`config.mk`:
```
export PLATFORM = sky130hd
export DESIGN_NAME = d_fifo_rr_arbiter
export DESIGN_NICKNAME = d
export VERILOG_FILES = /design/src/rtl/d_fifo_rr_arbiter.sv
export SDC_FILE = /design/constraint.sdc
export NUM_CORES = 1
export LEC_CHECK = 0
export BUFFER_PORTS_ARGS = -buffer_cell sky130_fd_sc_hd__buf_2
export CELL_PAD_IN_SITES_DETAIL_PLACEMENT = 1
export CELL_PAD_IN_SITES_GLOBAL_PLACEMENT = 2
export CORE_MARGIN = 2
export CORE_UTILIZATION = 26
export CTS_CLUSTER_DIAMETER = 60
export CTS_CLUSTER_SIZE = 40
export DETAILED_ROUTE_END_ITERATION = 8
export PLACE_DENSITY = 0.88
export SYNTH_ARGS = -nofsm -noshare
export SYNTH_HDL_FRONTEND = slang
export SYNTH_SLANG_ARGS = --single-unit
```
`constraint.sdc`:
```
create_clock -name clock -period 2.3 [get_ports clock]
set_clock_uncertainty 0.1 [all_clocks]
set_input_delay 0.345 -clock clock [delete_from_list [all_inputs] [get_ports clock]]
set_output_delay 0.345 -clock clock [all_outputs]
set_load 0.02 [all_outputs]
```
`src/rtl/d_fifo_rr_arbiter.sv`:
```
// Round-robin arbiter sharing one FIFO write port between NUM_INPUTS valid/ready
// producers; grants bounded bursts and registers each beat with its source tag.
module d_fifo_rr_arbiter #(
    parameter int DATA_WIDTH = 32,
    parameter int NUM_INPUTS = 4,
    parameter int MAX_BURST  = 4,
    parameter int SRC_W      = 2
) (
    input  logic                             clock,
    input  logic                             reset,
    input  logic [NUM_INPUTS*DATA_WIDTH-1:0] in_data,
    input  logic [NUM_INPUTS-1:0]            in_valid,
    output logic [NUM_INPUTS-1:0]            in_ready,
    output logic [DATA_WIDTH-1:0]            out_data,
    output logic [SRC_W-1:0]                 out_src,
    output logic                             out_valid,
    input  logic                             out_ready
);

    typedef enum logic {
        IDLE,
        GRANT
    } state_t;

    state_t                 state;
    logic [SRC_W-1:0]       ptr;
    logic [SRC_W-1:0]       grant;
    logic [7:0]             burst_cnt;

    logic                   slot_free;
    logic                   fire;
    logic                   last_beat;
    logic                   found_hi;
    logic                   found_lo;
    logic [SRC_W-1:0]       pick_hi;
    logic [SRC_W-1:0]       pick_lo;
    logic                   found;
    logic [SRC_W-1:0]       pick;
    logic [DATA_WIDTH-1:0]  grant_data;
    logic                   grant_valid;

    // Requesters above ptr win first; otherwise the lowest index wraps around.
    always_comb begin
        // NOTE: every always_comb output gets a default first so no latch is inferred.
        found_hi = 1'b0;
        found_lo = 1'b0;
        pick_hi  = '0;
        pick_lo  = '0;
        for (int i = 0; i < NUM_INPUTS; i++) begin
            if (in_valid[i]) begin
                if (!found_hi && (i > int'(ptr))) begin
                    found_hi = 1'b1;
                    pick_hi  = SRC_W'(i);
                end
                if (!found_lo) begin
                    found_lo = 1'b1;
                    pick_lo  = SRC_W'(i);
                end
            end
        end
        found = found_hi | found_lo;
        pick  = found_hi ? pick_hi : pick_lo;
    end

    assign slot_free = ~out_valid | out_ready;

    always_comb begin
        grant_data  = '0;
        grant_valid = 1'b0;
        in_ready    = '0;
        for (int i = 0; i < NUM_INPUTS; i++) begin
            if (grant == SRC_W'(i)) begin
                grant_data  = in_data[i*DATA_WIDTH +: DATA_WIDTH];
                grant_valid = in_valid[i];
                in_ready[i] = (state == GRANT) && slot_free;
            end
        end
    end

    assign fire      = (state == GRANT) && grant_valid && slot_free;
    assign last_beat = (burst_cnt == 8'(MAX_BURST - 1));

    always_ff @(posedge clock or negedge reset) begin
        if (!reset) begin
            state     <= IDLE;
            ptr       <= SRC_W'(NUM_INPUTS - 1);
            grant     <= '0;
            burst_cnt <= '0;
            out_data  <= '0;
            out_src   <= '0;
            out_valid <= 1'b0;
        end else begin
            // NOTE: a load in the same cycle as a drain overwrites the slot and keeps it valid.
            if (fire) begin
                out_data  <= grant_data;
                out_src   <= grant;
                out_valid <= 1'b1;
            end else if (out_ready) begin
                out_valid <= 1'b0;
            end

            case (state)
                IDLE: begin
                    if (found) begin
                        state     <= GRANT;
                        grant     <= pick;
                        burst_cnt <= '0;
                    end
                end
                GRANT: begin
                    if (!grant_valid) begin
                        state <= IDLE;
                        ptr   <= grant;
                    end else if (fire) begin
                        burst_cnt <= burst_cnt + 8'd1;
                        if (last_beat) begin
                            state <= IDLE;
                            ptr   <= grant;
                        end
                    end
                end
                default: state <= IDLE;
            endcase
        end
    end

endmodule
```
Word-level counts from Yosys, hierarchy flattened
Cells that the tools add are included.
Storage, ports and cells
  flip-flop bits (word level): 48
  bits of input ports: 135
  output and inout bits: 39
  logic and storage cells: 85
Cells by class
  add/sub/neg operators: 1
  magnitude comparators: 3
  eq/ne operators: 9
  mux-type cells: 49
  bitwise operators: 4
  reductions and logical operators: 12
Operators with widths (count)
  32-bit two-way mux: 4
  1-bit two-way mux: 27
  2-bit two-way mux: 13
  8-bit two-way mux: 3
  8-bit one-hot mux with 2 select lines: 1
  8-bit by 1-bit adder with 8-bit output (second input constant): 1
  8-bit by 2-bit equality test with 1-bit output (second input constant): 1
  2-bit != test (second input constant): 3
  3-bit AND reduction: 2
  1-bit logical AND: 5
  2-bit equality test (second input constant): 2
  2-bit > comparator (first input constant): 2
  2-bit by 1-bit != test with 1-bit output (second input constant): 2
  2-bit by 1-bit equality test with 1-bit output (second input constant): 1
  1-bit by 2-bit > comparator with 1-bit output (first input constant): 1
  1-bit zero test: 2
  2-bit zero test: 1
  1-bit NOT: 2
  1-bit OR: 2
  1-bit one-hot mux with 2 select lines: 1
  2-bit AND reduction: 1
  2-bit nonzero test: 1

Depth between registers and ports, before layout
Gate-level depths: netlist of the first run.
  depth in word-level cells: 14
  depth in mapped cells: 6
  gate-level depth less buffers: 5

Worst setup path before layout of the first run
No wires, ideal clock.
  path type: flip-flop to flip-flop
  start point: reg grant[0]
  end point: reg out_data[0]
  setup time: 0.128 ns
  arrival time: 1.718 ns
  setup slack: 0.354 ns
  cell stages (with the launch flop): 5
  period minus slack after synthesis: 1.946 ns
  path through: dfrtp_1 -> buf_2 -> buf_2 -> mux4_2 -> mux2_1
Between the ends
  cells in the longest elaborated chain, start to end: 7
  elaborated cells on any way between the ends: 14
  classes of those cells: eq/ne (3); mux (8); reduce/logical (3)
Ends and longest elaborated chain
  start: declaration: RTL line 27  | logic [SRC_W-1:0] grant;
  start signal: assignment: RTL line 106  | grant <= pick;
  2-bit zero test: RTL line 72  | if (grant == SRC_W'(i)) begin
  1-bit two-way mux (4 in a row): RTL line 72
  1-bit logical AND (2 in a row): RTL line 80  | assign fire = (state == GRANT) && grant_valid && slot_free;
  end signal: assignment: RTL line 95  | out_data <= grant_data;
  end: declaration: RTL line 14  | output logic [DATA_WIDTH-1:0] out_data,
Parallel ways exist; a longest one is shown, timed or not.
A chain may end at the register's enable or synchronous reset.

Worst setup path in the final report of the first run
  start point: reg grant[0]
  end point: out in_ready[1]
Between the ends
  cells in the longest elaborated chain, start to end: 2
Ends and longest elaborated chain
  2-bit by 1-bit equality test with 1-bit output: RTL line 72
  1-bit two-way mux: RTL line 72
  end: declaration: RTL line 13  | output logic [NUM_INPUTS-1:0] in_ready,
Every way passes these cells.

==> results_dict.tcl, run 1 <==
set metrics [dict create \
    synth.avg_cell_area_um2 14.3 \
    drive_above_1_share 0.641 \
    drtAntennaViolNets 0 \
    drv_slew 0 \
    grt_max_degree 49 \
    p_leak_nw 1.83 \
    drtPass1Iterations 4 \
    final_cell_area_mm2 0.00388 \
    viasPerCell 4.84 \
    place_area_mm2 0.00380 \
    initial_core_util 0.268 \
    relSlewSlack 0.591 \
    finalWirelength_um 8050 \
    root_buffer "clkbuf_8" \
    critPathCaptureType "primary output" \
    yosysMostFrequentCell "dfrtp_1" \
    die_area_mm2 0.0115 \
    vias 2427 \
    crit_fanout 19 \
    max_freq_ghz 0.496 \
    ff2ff_setup_slack_ns 0.39 \
    syn_to_final_growth_pct 39.5 \
    grt_pass1_wl_um 12800 \
    grt_setup_unrepaired "no" \
    ys_warn_count 0 \
    ctsResizeCount 0 \
    crit_type "reg -> out" \
    die_w_um 107 \
    ios 174 \
    syn-instance-count 194 \
    antenna_found_initial 0 \
    hpwl_um 6380 \
    diodes 0 \
    drc 0 \
    worst_ep_required_time_ns 1.86 \
    portBuffers 173 \
    yosysSeqAreaShare 0.433 \
    dpl_worst_slack_ns 0.313 \
    cellPowerDensity_mw_per_mm2 1210 \
    clock_sinks 48 \
    reg2reg_depth 4 \
    yosysTopAreaCellShare 0.414 \
    min_path_type "in -> async" \
    arrival_ns 1.57 \
    num_rows 37 \
    ys_ff_latch 48 \
    final_core_util 0.374 \
    grt_util_all_layers 0.139 \
    cts-htree-levels 2 \
    cts_setup_buffers 0 \
    hold_viol 0 \
    rr_endpoint "out_data[25]" \
    cp-startpoint "grant[0]" \
    hold_buffers 0 \
    layout_setup_ws_ns 0.284 \
    fin_hold_ws_ns 0.0476 \
    clockBufferDepth 2 \
    netlist-cell-type-count 37 \
    irDropWorstVdd_mv 0.378 \
    die_h_um 107 \
    maxCapViolations 0 \
    cts-buffers-inserted 5 \
    ys.flop_type "dfrtp_1" \
    synthArstFlopShare 1.00 \
    fin_nets 501 \
    fin_crit_ns 2.02 \
    synth_top_cells_by_count "46 x dfrtp_1, 33 x mux4_2, 23 x mux2_1" \
    grt_pass1_vias 2726 \
    fin_setup_tns_ns 0 \
    setup_viol 0 \
    drtIter0Drc 90 \
    synth_fp_nets 330 \
    clk_pin_slew_worst_paths_ns 0.09 \
    drt-wirelength-per-cell_um 16.1 \
    yosys.area.top_type "dfrtp_1" \
    status "finished clean" \
    synth_edf_count 0 \
    cts_tree "built" \
    tightest_slew_ns 0.614 \
    start_kind "flop" \
    fin_crit_sh 0.876 \
    clock_latency_ns 0.30 \
    syn_area_mm2 0.00278 \
    r2r_start "grant[0]" \
    yosys-top-cells-area "dfrtp_1 41%, mux4_2 27%, mux2_1 9.3%, mux2_2 4.5%, dfstp_2 1.9%" \
    gp_congestion 0.762 \
    overflow 0 \
    core_area_mm2 0.0104 \
]
cell families after synthesis:
group                      after synthesis  share of synthesized area
AOI/OAI and AO/OA                       24                     0.0580
adders and majority gates                1                    0.00450
buffers and inverters                   18                     0.0324
DFF                                     48                      0.433
muxes                                   68                      0.408
and+or+nand+nor                         35                     0.0643
cells in the final DEF, fill, tap and decap left out, types with 2 or more instances in the layout:
cell type and instances:
o211ai_1 4, mux2_2 11, o21ai_1 2, dfstp_2 2
nand4_1 2, a21oi_1 2, buf_4 5, mux4_2 33
mux2_1 23, nand2_1 8, nand3_1 8, o21ai_0 6
dfrtp_1 44, nor3_1 3, buf_2 173, dfrtp_2 2
nor2_1 5, o31ai_1 2, a21o_1 2, clkbuf_8 5
nor2b_1 2, inv_1 3
worst max-delay path, cell delays in order (launching register included):
cell     delay [ns]
dfrtp_2        0.39
buf_4          0.34
inv_1          0.17
nor3_1         0.19
buf_2          0.19
stage by stage:
step	power, mW	instances
3_3_place_gp	4.23	494
3_5_place_dp	4.33	494
5_1_grt	5.09	501
6_report	4.72	501
2_1_floorplan	3.47	194
4_1_cts	4.83	501
flip-flops by register name, indices dropped and copies added (netlist names):
signal and cells:
out_src 2, out_data 32, grant 2, ptr 2, burst_cnt 8, state 1
out_valid 1
power by group:
part	switching [mW]	leakage, nW	internal (mW)	total (mW)
clock	0.267	0.0410	0.207	0.474
sequential	0.237	0.576	1.25	1.49
combinational	1.43	1.21	1.32	2.75
total	1.93	1.83	2.78	4.72
cell type report:
| class | instances | area [um^2] |
|---|---|---|
| flip-flops and latches | 48 | 1210 |
| multi-input cells | 128 | 1490 |
| fillers | 1196 | 6490 |
| clock buffers | 6 | 72.6 |
| well taps | 136 | 170 |
| repair buffers | 179 | 923 |
| inverters | 3 | 11.3 |
| clock inverters | 1 | 5.00 |
layer usage:
layer	vias up	track usage	routed length, um
met4	0	0.0385	84
met2	100	0.265	4450
li1	1106	-	-
met3	4	0.0291	604
met1	1217	0.155	2910
met5	-	0	0
worst max path at each step:
stage,end,depth (start not counted)
2_1_floorplan,out_data[0],4
3_3_place_gp,out_data[31],5
3_5_place_dp,out_data[25],5
4_1_cts,in_ready[1],4
5_1_grt,in_ready[1],4
6_report,in_ready[1],4
Note: power is estimated with default switching activity, not from simulation.
==> run 2: changes to the inputs <==
--- a/config.mk
+++ b/config.mk
@@ -8,12 +8,13 @@
 export BUFFER_PORTS_ARGS = -buffer_cell sky130_fd_sc_hd__buf_2
 export CELL_PAD_IN_SITES_DETAIL_PLACEMENT = 1
 export CELL_PAD_IN_SITES_GLOBAL_PLACEMENT = 2
-export CORE_MARGIN = 2
-export CORE_UTILIZATION = 26
+export CORE_MARGIN = 3
+export CORE_UTILIZATION = 28
 export CTS_CLUSTER_DIAMETER = 60
 export CTS_CLUSTER_SIZE = 40
 export DETAILED_ROUTE_END_ITERATION = 8
-export PLACE_DENSITY = 0.88
+export PLACE_DENSITY = 0.93
+export SKIP_LAST_GASP = 1
 export SYNTH_ARGS = -nofsm -noshare
 export SYNTH_HDL_FRONTEND = slang
 export SYNTH_SLANG_ARGS = --single-unit
==> constraint.sdc (replaced) <==
create_clock -name clock -period 2.5 [get_ports clock]
set_clock_uncertainty 0.1 [all_clocks]
set_input_delay 0.375 -clock clock [delete_from_list [all_inputs] [get_ports clock]]
set_output_delay 0.375 -clock clock [all_outputs]
set_load 0.02 [all_outputs]
==> run 2 against run 1 <==
Effect of this change:
- register-to-register slack better by 0.15 ns
- wire length is 9.1% higher
- core utilization rose by 3.8 points
- global-route usage increased by 1.5 points
- sequential cell count did not move
- clock power rose by 23%
==> results_dict.tcl, run 2 (synthesized netlist as in run 1, its figures left out) <==
set metrics [dict create \
    use_met3 0.0355 \
    status "finished clean" \
    grt_max_degree 49 \
    busiest_layer "met2" \
    grt_pass1_vias 2640 \
    setup_viol 0 \
    die_w_um 106 \
    relSlewSlack 0.581 \
    use_met2 0.286 \
    hold_viol 0 \
    start_kind "flop" \
    slowest_stage "buf_4" \
    cts-htree-levels 2 \
    fin_hold_ws_ns 0.0663 \
    p_leak_nw 1.84 \
    clk_pin_slew_worst_paths_ns 0.09 \
    max_freq_ghz 0.464 \
    finalWirelength_um 8780 \
    maxCapViolations 0 \
    die_area_mm2 0.0112 \
    drtIter0Drc 119 \
    tightest_slew_ns 0.629 \
    irDropWorstVdd_mv 0.405 \
    drv_slew 0 \
    drtPass1Iterations 4 \
    clock_sinks 48 \
    crit_fanout 26 \
    drtAntennaViolNets 0 \
    gp_congestion 0.781 \
    overflow 0 \
    crit_chain "buf_4 -> inv_1 -> nor3_1 -> buf_2" \
    fin_crit_ns 2.15 \
    regMostFlops "out_data" \
    num_rows 35 \
    reg_top3 "out_data: 32 flops, burst_cnt: 8 flops" \
    syn_to_final_growth_pct 40.1 \
    mostFrequentLayoutCells "173 x buf_2, 45 x dfrtp_1, 33 x mux4_2" \
    grt_setup_unrepaired "no" \
    critPathCaptureType "primary output" \
    ios 174 \
    cellPowerDensity_mw_per_mm2 1150 \
    max_stage_delay_ns 0.41 \
    worst_ep_required_time_ns 2.03 \
    viasPerCell 5.01 \
    grt_pass1_wl_um 13700 \
    multi_input_area_mm2 0.00149 \
    hold_buffers 0 \
    min_path_type "in -> async" \
    crit_type "reg -> out" \
    drive_above_1_share 0.642 \
    fillers 1081 \
    drc 0 \
    fin_setup_tns_ns 0 \
    diodes 0 \
    initial_core_util 0.294 \
    drt-wirelength-per-cell_um 17.7 \
    antenna_found_initial 0 \
    ctsResizeCount 0 \
    grt_util_all_layers 0.154 \
    arrival_ns 1.68 \
    largest_reg_flops 32 \
    clock_latency_ns 0.30 \
    fin_crit_sh 0.862 \
    hpwl_um 7090 \
    vias 2480 \
    cts_tree "built" \
    use_met1 0.176 \
    cts_setup_buffers 0 \
    root_buffer "clkbuf_8" \
    core_area_mm2 0.00946 \
    clockBufferDepth 2 \
    portBuffers 173 \
    final_common_cell "buf_2" \
    register_area_mm2 0.00120 \
    fin_nets 501 \
    cts-buffers-inserted 5 \
    die_h_um 106 \
]
run 2: cell count changes in the layout (fill, tap and decap cells not counted), sizes merged:
cell / delta
bufinv: +1
clkbuf: -1
clkinv: +1
run 2: where the power goes:
group	switching [mW]	leakage [nW]	internal (mW)
Combinational	1.34	1.21	1.20
Clock	0.281	0.0583	0.302
Sequential	0.218	0.577	1.15
Total	1.84	1.84	2.65
run 2: layout make-up:
class	count	area share
flip-flops and latches	48	0.309
repair buffers	179	0.234
multi-input cells	128	0.383
clock buffers	5	0.0177
clock inverters	3	0.0122
well taps	129	0.0414
inverters	3	0.00289
run 2: final timing paths:
check                        startpoint            to  slack [ns]  cells after the start
min in group clock          in_valid[2]    out_src[1]        0.35                      3
min                               reset  out_data[11]        0.07                      2
min reg2reg                out_data[30]  out_data[30]        0.39                      1
max                            grant[0]   in_ready[1]        0.35                      4
max in group asynchronous         reset      grant[0]        1.79                      2
max reg2reg                    grant[0]  out_data[17]        0.54                      4
run 2: critical path: cells and delay by family, from the launching register on:
family	cells	cell delay, ns
buffers and inverters	3	0.79
flip-flops	1	0.40
AND/OR/NAND/NOR	1	0.18
run 2: per-layer routing:
| metal | vias up | wire (um) |
|---|---|---|
| li1 | 1110 | - |
| met1 | 1248 | 3390 |
| met2 | 112 | 4660 |
| met3 | 10 | 585 |
| met4 | 0 | 143 |
| met5 | - | 0 |
run 2: stage by stage:
| stage | utilization | power, mW | setup WS [ns] | area [um^2] | instances |
|---|---|---|---|---|---|
| 5_1_grt | 0.412 | 4.82 | 0.153 | 3900 | 495 |
| 3_3_place_gp | 0.400 | 3.87 | 0.490 | 3780 | 487 |
| 4_1_cts | 0.412 | 4.57 | 0.287 | 3900 | 495 |
| 6_report | 0.412 | 4.49 | 0.346 | 3900 | 495 |
| 2_1_floorplan | - | 3.20 | 0.542 | 2780 | 194 |
| 3_5_place_dp | 0.400 | 3.98 | 0.427 | 3780 | 487 |
==> run 3: changes to the inputs <==
==> constraint.sdc (replaced) <==
create_clock -name clock -period 2.65 [get_ports clock]
set_clock_uncertainty 0.1 [all_clocks]
set_input_delay 0.3975 -clock clock [delete_from_list [all_inputs] [get_ports clock]]
set_output_delay 0.3975 -clock clock [all_outputs]
set_load 0.02 [all_outputs]
==> run 3 against run 2 <==
Effect of this change:
- critical path depth unchanged
- sequential power down 6%
- core utilization down 0.20 points
- wire length down 1.2%
- power down 7.7%
- die area unchanged
- count of clock-buffer cells in the layout up 1
- register-to-register slack better by 0.14 ns
- worst setup slack better by 0.14 ns
- sequential cell count unchanged
- sequential share of layout area up 0.15 points
- cell count unchanged
- critical endpoint unchanged
- largest cell class unchanged
- largest power group unchanged
- highest routed layer is now met5
==> results_dict.tcl, run 3 (synthesized netlist as in run 1, its figures left out) <==
set metrics [dict create \
    finalWirelength_um 8680 \
    cp-startpoint "grant[0]" \
    hold_buffers 0 \
    worst_ep_required_time_ns 2.15 \
    viasPerCell 4.98 \
    cts-buffers-inserted 5 \
    fin_cells 495 \
    root_buffer "clkbuf_8" \
    cts_setup_buffers 0 \
    drv_slew 0 \
    clockBufferDepth 2 \
    overflow 0 \
    tightest_slew_ns 0.617 \
    core_area_mm2 0.00946 \
    fin_crit_sh 0.816 \
    drtPass1Iterations 4 \
    max_stage_delay_ns 0.41 \
    cellPowerDensity_mw_per_mm2 1070 \
    grt_util_all_layers 0.150 \
    hold_viol 0 \
    initial_core_util 0.294 \
    diodes 0 \
    num_rows 35 \
    syn_to_final_growth_pct 39.4 \
    regMostFlops "out_data" \
    ctsResizeCount 0 \
    reg_top3 "out_data: 32 flops, burst_cnt: 8 flops" \
    fin_total_pwr_mw 4.14 \
    setup_viol 0 \
    relSlewSlack 0.589 \
    fin_hold_ws_ns 0.0790 \
    mostFrequentLayoutCells "173 x buf_2, 45 x dfrtp_1, 33 x mux4_2" \
    crit_type "reg -> out" \
    die_area_mm2 0.0112 \
    crit_chain "buf_4 -> inv_1 -> nor3_1 -> buf_2" \
    largest_reg_flops 32 \
    die_w_um 106 \
    portBuffers 173 \
    grt_max_degree 49 \
    final_common_cell "buf_2" \
    p_leak_nw 1.83 \
    max_freq_ghz 0.463 \
    cts_tree "built" \
    drtAntennaViolNets 0 \
    place_inst 487 \
    start_kind "flop" \
    clock_latency_ns 0.30 \
    r2r_start "grant[0]" \
    drtIter0Drc 71 \
    fin_crit_ns 2.16 \
    irDropWorstVdd_mv 0.348 \
    grt_setup_unrepaired "no" \
    vias 2463 \
    antenna_found_initial 1 \
    ios 174 \
    critPathCaptureType "primary output" \
    min_path_type "in -> async" \
    hpwl_um 6970 \
    drive_above_1_share 0.642 \
    clk_pin_slew_worst_paths_ns 0.09 \
    maxCapViolations 0 \
    grt_pass1_vias 2664 \
    fin_nets 501 \
    die_h_um 106 \
    crit_fanout 26 \
    clock_sinks 48 \
    fin_setup_tns_ns 0 \
    drt-wirelength-per-cell_um 17.5 \
    status "finished clean" \
    drc 0 \
    arrival_ns 1.66 \
    cts-htree-levels 2 \
    grt_pass1_wl_um 13300 \
    gp_congestion 0.782 \
    slowest_stage "buf_4" \
]
==> run 3: layout make-up <==
cell class,count,area (um^2)
well taps,129,161
flip-flops and latches,48,1200
multi-input cells,128,1490
repair buffers,179,911
inverters,3,11.3
fillers,1080,5580
clock buffers,6,82.6
clock inverters,2,15.0
==> run 3: report_power, final <==
group	total (mW)	switching, mW	internal, mW
Clock	0.467	0.255	0.212
Combinational	2.39	1.26	1.13
Sequential	1.29	0.200	1.09
Total	4.14	1.72	2.43
==> run 3: routing by layer <==
layer  track usage  share of wire  wire [um]  up-vias
met5             0         0.0015         13        -
met4        0.0426          0.015        129        2
met3        0.0374          0.074        641       13
met2         0.277           0.53       4610      106
met1         0.169           0.38       3280     1229
li1              -              -          -     1113
==> run 3: worst max-delay path, delay by kind of cell (launching register included) <==
family                 cells  cell delay (ns)
buffers and inverters      3             0.77
DFF                        1             0.39
and+or+nand+nor            1             0.18
==> run 3: per-stage QoR <==
stage	util	setup WS [ns]	instance area (um^2)
4_1_cts	0.410	0.429	3880
5_1_grt	0.410	0.326	3880
3_5_place_dp	0.400	0.552	3780
3_3_place_gp	0.400	0.622	3780
2_1_floorplan	-	0.669	2780
6_report	0.410	0.489	3880
==> run 3: final timing paths <==
check / to / slack, ns / depth (start not counted)
max reg2reg: out_data[17] / 0.68 / 4
min reg2reg: out_data[12] / 0.39 / 1
max in group asynchronous: out_data[21] / 1.94 / 2
max: in_ready[1] / 0.49 / 4
min: out_data[10] / 0.08 / 2
min in group clock: out_src[1] / 0.34 / 3
